==> config.mk <==
export PLATFORM = sky130hd
export DESIGN_NAME = edge_event_capture
export DESIGN_NICKNAME = d
export VERILOG_FILES = /design/src/rtl/edge_capture_pkg.sv /design/src/rtl/edge_filter_chan.sv /design/src/rtl/edge_event_capture.sv
export SDC_FILE = /design/constraint.sdc
export NUM_CORES = 1
export LEC_CHECK = 0
export CAP_MARGIN = 20
export CELL_PAD_IN_SITES_DETAIL_PLACEMENT = 1
export CELL_PAD_IN_SITES_GLOBAL_PLACEMENT = 2
export CORE_AREA = 3 3 40 42
export DETAILED_ROUTE_END_ITERATION = 10
export DIE_AREA = 0 0 43 45
export HOLD_SLACK_MARGIN = 0.1
export PLACE_DENSITY_LB_ADDON = 0.1
export SYNTH_ARGS = -nofsm -noshare
export SYNTH_HDL_FRONTEND = slang
export SYNTH_HIERARCHICAL = 1
export SYNTH_SLANG_ARGS = --single-unit
==> constraint.sdc <==
create_clock -name clk -period 2.95 [get_ports clk]
set_input_delay 0.59 -clock clk [delete_from_list [all_inputs] [get_ports clk]]
set_output_delay 0.59 -clock clk [all_outputs]
set_load 0.05 [all_outputs]
==> src/rtl/edge_capture_pkg.sv <==
`default_nettype none
// ============================================================================
// Module   : edge_capture_pkg
// Purpose  : Shared edge-mode encoding, parameter limits and edge-match helper.
// Revision : 1.0
// ============================================================================
package edge_capture_pkg;

  typedef enum logic [1:0] {
    EDGE_RISE = 2'b00,
    EDGE_FALL = 2'b01,
    EDGE_BOTH = 2'b10,
    EDGE_OFF  = 2'b11
  } edge_mode_e;

  localparam int C_NUM_PIXELS_MIN  = 1;
  localparam int C_NUM_PIXELS_MAX  = 64;
  localparam int C_SYNC_STAGES_MIN = 0;
  localparam int C_SYNC_STAGES_MAX = 4;
  localparam int C_FILT_CYCLES_MIN = 1;
  localparam int C_FILT_CYCLES_MAX = 255;

  // True when a filtered-level change to new_level qualifies under mode.
  function automatic logic edge_match(input edge_mode_e mode, input logic new_level);
    logic m;
    m = 1'b0;
    case (mode)
      EDGE_RISE: m = new_level;
      EDGE_FALL: m = ~new_level;
      EDGE_BOTH: m = 1'b1;
      default:   m = 1'b0;
    endcase
    return m;
  endfunction

endpackage
`default_nettype wire

==> src/rtl/edge_filter_chan.sv <==
`default_nettype none
// ============================================================================
// Module   : edge_filter_chan
// Purpose  : One channel: synchroniser, stability filter and edge qualifier.
// Revision : 1.0
// ============================================================================
module edge_filter_chan
  import edge_capture_pkg::*;
#(
  parameter int SYNC_STAGES = 2,
  parameter int FILT_CYCLES = 1
) (
  input  logic       clk,
  input  logic       reset_n,
  input  logic       i_comp,
  input  logic [1:0] i_mode,
  output logic       o_hit,
  output logic       o_enable
);

  localparam int CW = $clog2(FILT_CYCLES + 1);
  localparam logic [CW-1:0] c_cnt_last = CW'(FILT_CYCLES - 1);

  logic          w_s;
  logic          r_f;
  logic [CW-1:0] r_cnt;
  logic          r_hit;
  logic          r_en;
  edge_mode_e    w_mode;

  assign w_mode = edge_mode_e'(i_mode);

  generate
    if (SYNC_STAGES > 0) begin : g_sync
      logic [SYNC_STAGES-1:0] r_sync;
      always_ff @(posedge clk or negedge reset_n) begin
        if (!reset_n) begin
          r_sync <= '0;
        end else begin
          r_sync[0] <= i_comp;
          for (int k = 1; k < SYNC_STAGES; k++) begin
            r_sync[k] <= r_sync[k-1];
          end
        end
      end
      assign w_s = r_sync[SYNC_STAGES-1];
    end else begin : g_nosync
      assign w_s = i_comp;
    end
  endgenerate

  // r_hit marks the cycle after f changed; r_en delays it so the pulse
  // lands SYNC_STAGES+FILT_CYCLES+1 edges after comp is first sampled.
  always_ff @(posedge clk or negedge reset_n) begin
    if (!reset_n) begin
      r_f   <= 1'b0;
      r_cnt <= '0;
      r_hit <= 1'b0;
      r_en  <= 1'b0;
    end else begin
      r_en  <= r_hit;
      r_hit <= 1'b0;
      if (w_s == r_f) begin
        r_cnt <= '0;
      end else if (r_cnt == c_cnt_last) begin
        r_f   <= w_s;
        r_cnt <= '0;
        r_hit <= edge_match(w_mode, w_s);
      end else begin
        r_cnt <= r_cnt + CW'(1);
      end
    end
  end

  assign o_hit    = r_hit;
  assign o_enable = r_en;

endmodule
`default_nettype wire

==> src/rtl/edge_event_capture.sv <==
`default_nettype none
// ============================================================================
// Module   : edge_event_capture
// Purpose  : Multi-channel filtered edge capture with sticky pending/overrun.
// Revision : 1.0
// ============================================================================
module edge_event_capture
  import edge_capture_pkg::*;
#(
  parameter int NUM_PIXELS  = 1,
  parameter int SYNC_STAGES = 2,
  parameter int FILT_CYCLES = 1
) (
  input  logic                  clk,
  input  logic                  reset_n,
  input  logic [NUM_PIXELS-1:0] comp,
  input  logic [1:0]            mode,
  input  logic [NUM_PIXELS-1:0] clr,
  output logic [NUM_PIXELS-1:0] enable,
  output logic [NUM_PIXELS-1:0] pending,
  output logic [NUM_PIXELS-1:0] overrun
);

  generate
    if (NUM_PIXELS < C_NUM_PIXELS_MIN || NUM_PIXELS > C_NUM_PIXELS_MAX) begin : g_bad_np
      $error("edge_event_capture: NUM_PIXELS out of range");
    end
    if (SYNC_STAGES < C_SYNC_STAGES_MIN || SYNC_STAGES > C_SYNC_STAGES_MAX) begin : g_bad_ss
      $error("edge_event_capture: SYNC_STAGES out of range");
    end
    if (FILT_CYCLES < C_FILT_CYCLES_MIN || FILT_CYCLES > C_FILT_CYCLES_MAX) begin : g_bad_fc
      $error("edge_event_capture: FILT_CYCLES out of range");
    end
  endgenerate

  logic [NUM_PIXELS-1:0] w_hit;
  logic [NUM_PIXELS-1:0] r_pend;
  logic [NUM_PIXELS-1:0] r_ovr;

  generate
    for (genvar gi = 0; gi < NUM_PIXELS; gi++) begin : g_chan
      edge_filter_chan #(
        .SYNC_STAGES (SYNC_STAGES),
        .FILT_CYCLES (FILT_CYCLES)
      ) u_chan (
        .clk      (clk),
        .reset_n  (reset_n),
        .i_comp   (comp[gi]),
        .i_mode   (mode),
        .o_hit    (w_hit[gi]),
        .o_enable (enable[gi])
      );
    end
  endgenerate

  // A clear that overlaps an event (its set edge or its visible enable
  // cycle) keeps pending and drops overrun: the set wins.
  always_ff @(posedge clk or negedge reset_n) begin
    if (!reset_n) begin
      r_pend <= '0;
      r_ovr  <= '0;
    end else begin
      for (int i = 0; i < NUM_PIXELS; i++) begin
        if (w_hit[i]) begin
          r_pend[i] <= 1'b1;
          r_ovr[i]  <= clr[i] ? 1'b0 : (r_ovr[i] | r_pend[i]);
        end else if (clr[i]) begin
          r_pend[i] <= enable[i];
          r_ovr[i]  <= 1'b0;
        end
      end
    end
  end

  assign pending = r_pend;
  assign overrun = r_ovr;

endmodule
`default_nettype wire

==> run_results.csv, run 1 <==
group,metric,value,unit
route,ant_nets,0,
timing,rsz0062_at_grt,"no",
run_status,status,"complete, no violations",
cts,cts-hold-fix-buffers,0,
timing,post-route-period-util,0.6789,
logic_synthesis,synth.distinct_cells,9,
pwr,switching_share,0.2512,
logic_synthesis,avgSynthCellArea,15.41,sq um
pwr,power_per_cell_area,632.9,nW/um^2
pwr,pwr-share-clk,0.360,
critical_path,ff2ff_setup_slack,1870,ps
critical_path,slowest_delay,810,ps
finish,nFillCells,147,
critical_path,endpoint,"pending",
pwr,peakVddDrop,188.7,uV
global_route,antenna_found_initial,0,
global_route,grt_pass1_vias,195,
logic_synthesis,synth_top_area_frac,0.7107,
critical_path,crit_type,"flop to output pin",
timing,skew,2.474,ps
pwr,power.leakage,0.1635,nW
floorplan,die_w,43,microns
floorplan,die-area,1935,sq um
placed_design,io_buffers,8,
placed_design,gp_congestion,0.6200,
cts,post-cts-setup-buffers,0,
critical_path,reg2reg_from,"g_chan[0].u_chan/g_sync.r_sync[1]$_DFF_PN0_",
logic_synthesis,ys_top_cells_by_area,"dfrtp_1, and4bb_1, a211o_1",
pwr,comb_power_share,0.169,
timing,slew_violations,0,
timing,relSlewSlack,0.6657,
finish,fin_nets,34,
global_route,grt_max_degree,8,
critical_path,startpoint_type,"flop",
logic_synthesis,yosysSeqAreaShare,0.7107,
cts,clk_path_buf_depth,2,
critical_path,path_max_fanout,3,
hold_path,hp-class,"flop to flop",
cts,h-tree-depth,1,
critical_path,r2r_end,"g_chan[0].u_chan/o_hit$_DFF_PN0_",
cts,root_buffer,"clkbuf_4",
timing,finalSetupViolations,0,
cts,path_clk_slew,50,ps
logic_synthesis,syn_inst,16,
logic_synthesis,syn_nets,22,
critical_path,crit_arrival,1410,ps
pwr,power.switching,57.69,uW
finish,fin_util,0.2824,
cts,numClockSinks,7,
finish,n_antenna_cell,0,
finish,syn2layout_area_growth,47.21,%
timing,worst_slew_pin_slew,499.9,ps
global_route,grt_pass1_wl,834,microns
critical_path,required,2360,ps
cts,cts_tree,"built",
route,drtPass1Iterations,1,
route,initialDrtViolationCount,0,
floorplan,initial_core_util,0.1918,
critical_path,path_depth,1,
logic_synthesis,ys_warn_count,6,
critical_path,path_cells,"clkdlybuf4s50_1",
finish,drive_above_1_share,0.1111,
route,vias,172,
floorplan,ios,9,
cts,clock_latency,240,ps
timing,timing.fmax,499.3,MHz
pwr,seqPwrFrac,0.471,
route,routedWlPerCell,11.33,microns
route,viasPerCell,4.095,
cts,cts_buffers,3,
logic_synthesis,syn_area,246.5,sq um
critical_path,cp-startpoint,"pending$_DFFE_PN0P_",
critical_path,critPathSlowestCell,"clkdlybuf4s50_1",
global_route,grt.overflow.total,0,
route,totalWireLength,476,microns
timing,finalHoldViolCount,0,
logic_synthesis,synth_top_area_cell,"dfrtp_1",
critical_path,crit_family,"buffers and inverters",
critical_path,critPathBufInv,1,
pwr,intPower,171.9,uW
global_route,grtUsageTotal,0.06807,
floorplan,core-area,1285,sq um
route,drc_errors,0,
critical_path,r2r_cells,2,
cts,cts_resized,0,
timing,setup_tns,0,ps
critical_path,critPathCaptureType,"output pin",
job,maxCapViolCount,0,
hold_path,hold_depth,0,
logic_synthesis,ys_ff_latch,7,
floorplan,fp.dieH,45,microns
floorplan,placementRows,13,
timing,period_minus_slack,2003,ps
==> worst min path at each step <==
stage	startpoint	endpoint	slack, ps
6_report	g_chan[0].u_chan/g_sync.r_sync[0]$_DFF_PN0_	g_chan[0].u_chan/g_sync.r_sync[1]$_DFF_PN0_	350
5_1_grt	g_chan[0].u_chan/g_sync.r_sync[0]$_DFF_PN0_	g_chan[0].u_chan/g_sync.r_sync[1]$_DFF_PN0_	360
4_1_cts	g_chan[0].u_chan/g_sync.r_sync[0]$_DFF_PN0_	g_chan[0].u_chan/g_sync.r_sync[1]$_DFF_PN0_	350
3_5_place_dp	g_chan[0].u_chan/g_sync.r_sync[0]$_DFF_PN0_	g_chan[0].u_chan/g_sync.r_sync[1]$_DFF_PN0_	340
3_3_place_gp	g_chan[0].u_chan/g_sync.r_sync[0]$_DFF_PN0_	g_chan[0].u_chan/g_sync.r_sync[1]$_DFF_PN0_	330
2_1_floorplan	reset_n	g_chan[0].u_chan/g_sync.r_sync[0]$_DFF_PN0_	290
==> state kept, by name (all words and copies together) (netlist names) <==
name and count:
g_chan.u_chan/g_sync.r_sync 2, g_chan.u_chan/o_enable 1, g_chan.u_chan/o_hit 1, g_chan.u_chan/r_f 1
overrun 1, pending 1
==> area by class of cell <==
cell class / count / area [sq um] / area share
Sequential cell: 7 / 175.2 / 0.4828
Timing Repair Buffer: 8 / 80.08 / 0.2207
Clock buffer: 4 / 26.28 / 0.07241
Multi-Input combinational cell: 8 / 62.56 / 0.1724
Tap cell: 15 / 18.77 / 0.05172
==> Yosys cell counts, drive strengths merged <==
cell and n:
nor2b 1, a211o 1, nor2 1, or3 1
a21oi 1, dlygate4sd1 1, nor3b 1, and4bb 2
dfrtp 7
==> per-layer routing <==
metal | track usage | up-vias | routed length (microns)
met4 | 0.05422 | 0 | 4
met3 | 0.06375 | 2 | 33
li1 | - | 77 | -
met1 | 0.05198 | 88 | 171
met2 | 0.1048 | 5 | 267
met5 | 0 | - | 0
==> power by group through the flow <==
stage	Combinational [mW]	Clock (mW)	Sequential (mW)
floorplan	0.00678	0	0.123
global placement	0.0387	0	0.109
CTS	0.0396	0.0891	0.108
finish	0.0387	0.0827	0.108
detailed placement	0.0394	0	0.110
global route	0.0407	0.0960	0.109
==> placed cells by master, fill, tap and decap left out <==
| master | n |
|---|---|
| clkbuf_1 | 1 |
| or3_1 | 1 |
| nor3b_1 | 1 |
| nor2b_1 | 1 |
| a211o_1 | 1 |
| a21oi_1 | 1 |
| nor2_1 | 1 |
| clkdlybuf4s50_1 | 8 |
| clkbuf_4 | 3 |
| and4bb_1 | 2 |
| dfrtp_1 | 7 |
==> cells by family (layout without fill, tap and decap cells) <==
kind of cell | after synthesis | in the layout | synth area share
buffers and inverters | 1 | 12 | 0.03554
AND/OR/NAND/NOR | 6 | 6 | 0.1980
flip-flops | 7 | 7 | 0.7107
AO/OA/AOI/OAI | 2 | 2 | 0.05582
==> through the flow <==
step                power [mW]  setup slack, ps  instances  hold slack (ps)  instance area, sq um
global placement        0.1479             1201         38            333.6                 336.6
floorplan               0.1298             1713         16            294.4                 246.5
finish                  0.2296            947.3         42            346.4                 362.8
global route            0.2457            894.6         42            356.4                 362.8
detailed placement      0.1492             1193         38            338.1                 336.6
CTS                     0.2370            922.5         42            349.8                 362.8
No activity file was read; power rests on OpenSTA's default activity.
==> inputs of run 2 (changes only) <==
==> constraint.sdc (replaced) <==
create_clock -name clk -period 1.7 [get_ports clk]
set_input_delay 0.34 -clock clk [delete_from_list [all_inputs] [get_ports clk]]
set_output_delay 0.34 -clock clk [all_outputs]
set_load 0.05 [all_outputs]
==> run_results.csv, run 2 (synthesis results as in run 1) <==
group,metric,value,unit
critical_path,slowest_delay,490,ps
cts,cts_tree,"built",
route,drc_errors,0,
timing,finalHoldViolCount,0,
pwr,intPower,295.9,uW
timing,timing.fmax,801.8,MHz
route,vias,163,
pwr,pwr-share-clk,0.367,
floorplan,ios,9,
cts,path_clk_slew,50,ps
global_route,grt_pass1_vias,183,
critical_path,r2r_end,"g_chan[0].u_chan/o_hit$_DFF_PN0_",
route,drtPass1Iterations,1,
timing,rsz0062_at_grt,"no",
route,routedWlPerCell,11.62,microns
pwr,power.switching,102.6,uW
finish,syn2layout_area_growth,44.16,%
cts,numClockSinks,7,
critical_path,path_max_fanout,3,
pwr,seqPwrFrac,0.471,
floorplan,die_w,43,microns
critical_path,crit_family,"simple AND/OR/NAND/NOR gates",
timing,finalSetupViolations,0,
critical_path,crit_type,"input port to flop",
global_route,grt.overflow.total,0,
critical_path,critPathSlowestCell,"clkdlybuf4s50_1",
finish,fin_nets,34,
floorplan,initial_core_util,0.1918,
finish,final_cell_mix,"dfrtp_1, clkdlybuf4s50_1, clkbuf_4, buf_4, and4bb_1",
critical_path,r2r_cells,2,
route,initialDrtViolationCount,0,
finish,drive_above_1_share,0.2222,
cts,clock_latency,250,ps
route,ant_nets,0,
pwr,power_per_cell_area,1121,nW/um^2
pwr,peakVddDrop,361.1,uV
global_route,grt_pass1_wl,834,microns
timing,skew,2.964,ps
run_status,status,"complete, no violations",
timing,slew_violations,0,
finish,final_common_cell,"dfrtp_1",
placed_design,placedCellCount,38,
critical_path,required,1820,ps
cts,cts_resized,0,
placed_design,io_buffers,8,
route,viasPerCell,3.881,
critical_path,critPathBufInv,1,
cts,cts_buffers,3,
timing,worst_slew_pin_slew,310.2,ps
pwr,switching_share,0.2574,
cts,root_buffer,"clkbuf_4",
floorplan,core-area,1285,sq um
cts,h-tree-depth,1,
finish,top_register,"g_chan.u_chan/g_sync.r_sync",
critical_path,ff2ff_setup_slack,610,ps
timing,period_minus_slack,1247,ps
pwr,finalPower,398.4,uW
timing,post-route-period-util,0.7337,
floorplan,fp.dieH,45,microns
job,maxCapViolCount,0,
critical_path,reg2reg_from,"g_chan[0].u_chan/g_sync.r_sync[1]$_DFF_PN0_",
finish,stdcell_count,42,
global_route,grt_max_degree,8,
critical_path,startpoint_type,"input port",
cts,post-cts-setup-buffers,0,
cts,clk_path_buf_depth,2,
finish,n_antenna_cell,0,
timing,relSlewSlack,0.7926,
critical_path,path_cells,"clkdlybuf4s50_1 > and4bb_1 > or3_1",
global_route,antenna_found_initial,0,
cts,cts-hold-fix-buffers,0,
critical_path,crit_arrival,1370,ps
placed_design,gp_congestion,0.5705,
floorplan,die-area,1935,sq um
pwr,power.leakage,0.1678,nW
route,totalWireLength,488,microns
finish,largest_reg_flops,2,
pwr,comb_power_share,0.162,
global_route,grtUsageTotal,0.06723,
critical_path,critPathCaptureType,"flop",
timing,setup_tns,0,ps
hold_path,hp-class,"input port to async pin",
floorplan,placementRows,13,
## run 2: area by class of cell
class	count	area, sq um
timing repair buffer	8	72.57
multi-input combinational	8	62.56
clock buffer	4	26.28
fill	148	929.6
sequential	7	175.2
tap	15	18.77
## run 2: worst max-delay path by stage
stage                             start                               end  slack, ps  depth (start not counted)
global placement                mode[0]  g_chan[0].u_chan/o_hit$_DFF_PN0_        200                          3
global route                    mode[0]  g_chan[0].u_chan/o_hit$_DFF_PN0_        440                          3
detailed placement              mode[0]  g_chan[0].u_chan/o_hit$_DFF_PN0_        200                          3
floorplan           pending$_DFFE_PN0P_               pending$_DFFE_PN0P_        570                          2
CTS                             mode[0]  g_chan[0].u_chan/o_hit$_DFF_PN0_        460                          3
finish                          mode[0]  g_chan[0].u_chan/o_hit$_DFF_PN0_        450                          3
## run 2: per-stage QoR
step	instance area, sq um	utilization	hold WS, ps	setup slack (ps)
3_5_place_dp	329.1	0.2561	338.1	200.1
4_1_cts	355.3	0.2765	345.6	459.2
2_1_floorplan	246.5	-	44.41	573.3
3_3_place_gp	329.1	0.2561	333.7	204.1
6_report	355.3	0.2765	346.3	452.8
5_1_grt	355.3	0.2765	355.6	438.8
## run 2: per-layer routing
metal	GRT usage	vias up	share of wire
li1	-	78	-
met1	0.04950	82	0.36
met2	0.1138	3	0.58
met3	0.05179	0	0.053
met4	0.05422	0	0
met5	0	-	0
## run 2: power groups by stage
stage / sequential [mW] / combinational, mW / clock [mW]
2_1_floorplan: 0.213 / 0.0118 / 0
3_3_place_gp: 0.189 / 0.0646 / 0
3_5_place_dp: 0.190 / 0.0655 / 0
4_1_cts: 0.188 / 0.0659 / 0.158
5_1_grt: 0.189 / 0.0683 / 0.169
6_report: 0.188 / 0.0645 / 0.146
==> inputs of run 3 (changes only) <==
==> constraint.sdc (replaced) <==
create_clock -name clk -period 1.24 [get_ports clk]
set_input_delay 0.248 -clock clk [delete_from_list [all_inputs] [get_ports clk]]
set_output_delay 0.248 -clock clk [all_outputs]
set_load 0.05 [all_outputs]
==> run_results.csv, run 3 (synthesis results as in run 1) <==
group,metric,value,unit
run_status,status,"complete, no violations",
cts,cts-hold-fix-buffers,0,
critical_path,crit_family,"simple AND/OR/NAND/NOR gates",
floorplan,initial_core_util,0.1918,
finish,largest_reg_flops,2,
cts,numClockSinks,7,
route,totalWireLength,559,microns
timing,setup_tns,0,ps
finish,syn2layout_area_growth,59.39,%
cts,clk_path_buf_depth,2,
route,drc_errors,0,
placed_design,io_buffers,8,
global_route,grt_pass1_wl,938,microns
placed_design,post-place-ws,-164.6,ps
cts,h-tree-depth,1,
global_route,grt_pass1_vias,189,
global_route,antenna_found_initial,0,
floorplan,die-area,1935,sq um
floorplan,placementRows,13,
pwr,power_per_cell_area,1496,nW/um^2
finish,multi_input_area,62.56,sq um
finish,nFillCells,142,
global_route,grt.overflow.total,0,
job,maxCapViolCount,0,
finish,fin_nets,34,
timing,post-route-period-util,0.9241,
placed_design,gp_congestion,0.6718,
route,viasPerCell,4.000,
floorplan,fp.dieH,45,microns
cts,cts_tree,"built",
cts,clock_latency,260,ps
cts,post-cts-setup-buffers,0,
critical_path,path_cells,"clkdlybuf4s50_1 > and4bb_1 > or3_1",
route,ant_nets,0,
route,drtPass1Iterations,2,
finish,n_antenna_cell,0,
floorplan,ios,9,
critical_path,slowest_delay,480,ps
finish,seq_area,175.2,sq um
critical_path,crit_type,"input port to flop",
critical_path,startpoint_type,"input port",
timing,finalHoldViolCount,0,
pwr,finalPower,587.9,uW
route,routedWlPerCell,13.31,microns
timing,finalSetupViolations,0,
timing,slew_violations,0,
critical_path,ff2ff_setup_slack,170,ps
timing,skew,10.03,ps
critical_path,crit_arrival,1280,ps
critical_path,path_max_fanout,2,
timing,relSlewSlack,0.7793,
route,vias,168,
timing,period_minus_slack,1146,ps
global_route,grtUsageTotal,0.07473,
global_route,grt_max_degree,8,
route,initialDrtViolationCount,3,
finish,final_common_cell,"dfrtp_1",
cts,path_clk_slew,60,ps
timing,rsz0062_at_grt,"no",
cts,cts_buffers,3,
critical_path,critPathBufInv,1,
floorplan,die_w,43,microns
critical_path,required,1380,ps
pwr,power.leakage,0.1789,nW
timing,timing.fmax,872.7,MHz
timing,whs,250.5,ps
cts,cts_resized,0,
pwr,peakVddDrop,528.6,uV
hold_path,hp-class,"input port to async pin",
finish,final_cell_mix,"dfrtp_1, clkdlybuf4s50_1, clkbuf_4, buf_12, and4bb_1",
finish,drive_above_1_share,0.2222,
finish,fin_util,0.3057,
cts,root_buffer,"clkbuf_4",
timing,fin_ws,94.17,ps
critical_path,critPathSlowestCell,"clkdlybuf4s50_1",
timing,worst_slew_pin_slew,330.1,ps
floorplan,core-area,1285,sq um
finish,top_register,"g_chan.u_chan/g_sync.r_sync",
critical_path,critPathCaptureType,"flop",
-- run 3: cell type report --
cell class | instances | area share
Tap cell | 15 | 0.04777
Multi-Input combinational cell | 8 | 0.1592
Sequential cell | 7 | 0.4459
Timing Repair Buffer | 8 | 0.2803
Clock buffer | 4 | 0.06688
-- run 3: per-layer routing --
metal	global-route usage	up-vias	routed length (microns)
met5	0	-	0
met4	0.03614	0	0
met3	0.07570	0	53
met2	0.09281	6	273
met1	0.08148	84	232
li1	-	78	-
-- run 3: worst paths after layout --
check,cells after the start,to,start
worst min-delay path,1,g_chan[0].u_chan/o_hit$_DFF_PN0_,reset_n
worst max-delay path,3,g_chan[0].u_chan/o_hit$_DFF_PN0_,mode[1]
worst max register to register,2,g_chan[0].u_chan/o_hit$_DFF_PN0_,g_chan[0].u_chan/r_f$_DFFE_PN0P_
worst min register to register,0,g_chan[0].u_chan/g_sync.r_sync[1]$_DFF_PN0_,g_chan[0].u_chan/g_sync.r_sync[0]$_DFF_PN0_
max in group asynchronous,1,pending$_DFFE_PN0P_,reset_n
min in group clk,0,g_chan[0].u_chan/g_sync.r_sync[1]$_DFF_PN0_,g_chan[0].u_chan/g_sync.r_sync[0]$_DFF_PN0_
-- run 3: metrics by stage --
step / instances / area (sq um)
floorplan: 16 / 246.5
global placement: 38 / 366.6
detailed placement: 38 / 366.6
CTS: 42 / 392.9
global route: 42 / 392.9
finish: 42 / 392.9
-- run 3: power breakdown --
group          switching, mW  internal (mW)  total (mW)
sequential            0.0175          0.246       0.263
clock                 0.0888          0.123       0.212
combinational         0.0516         0.0610       0.113
total                  0.158          0.430       0.588
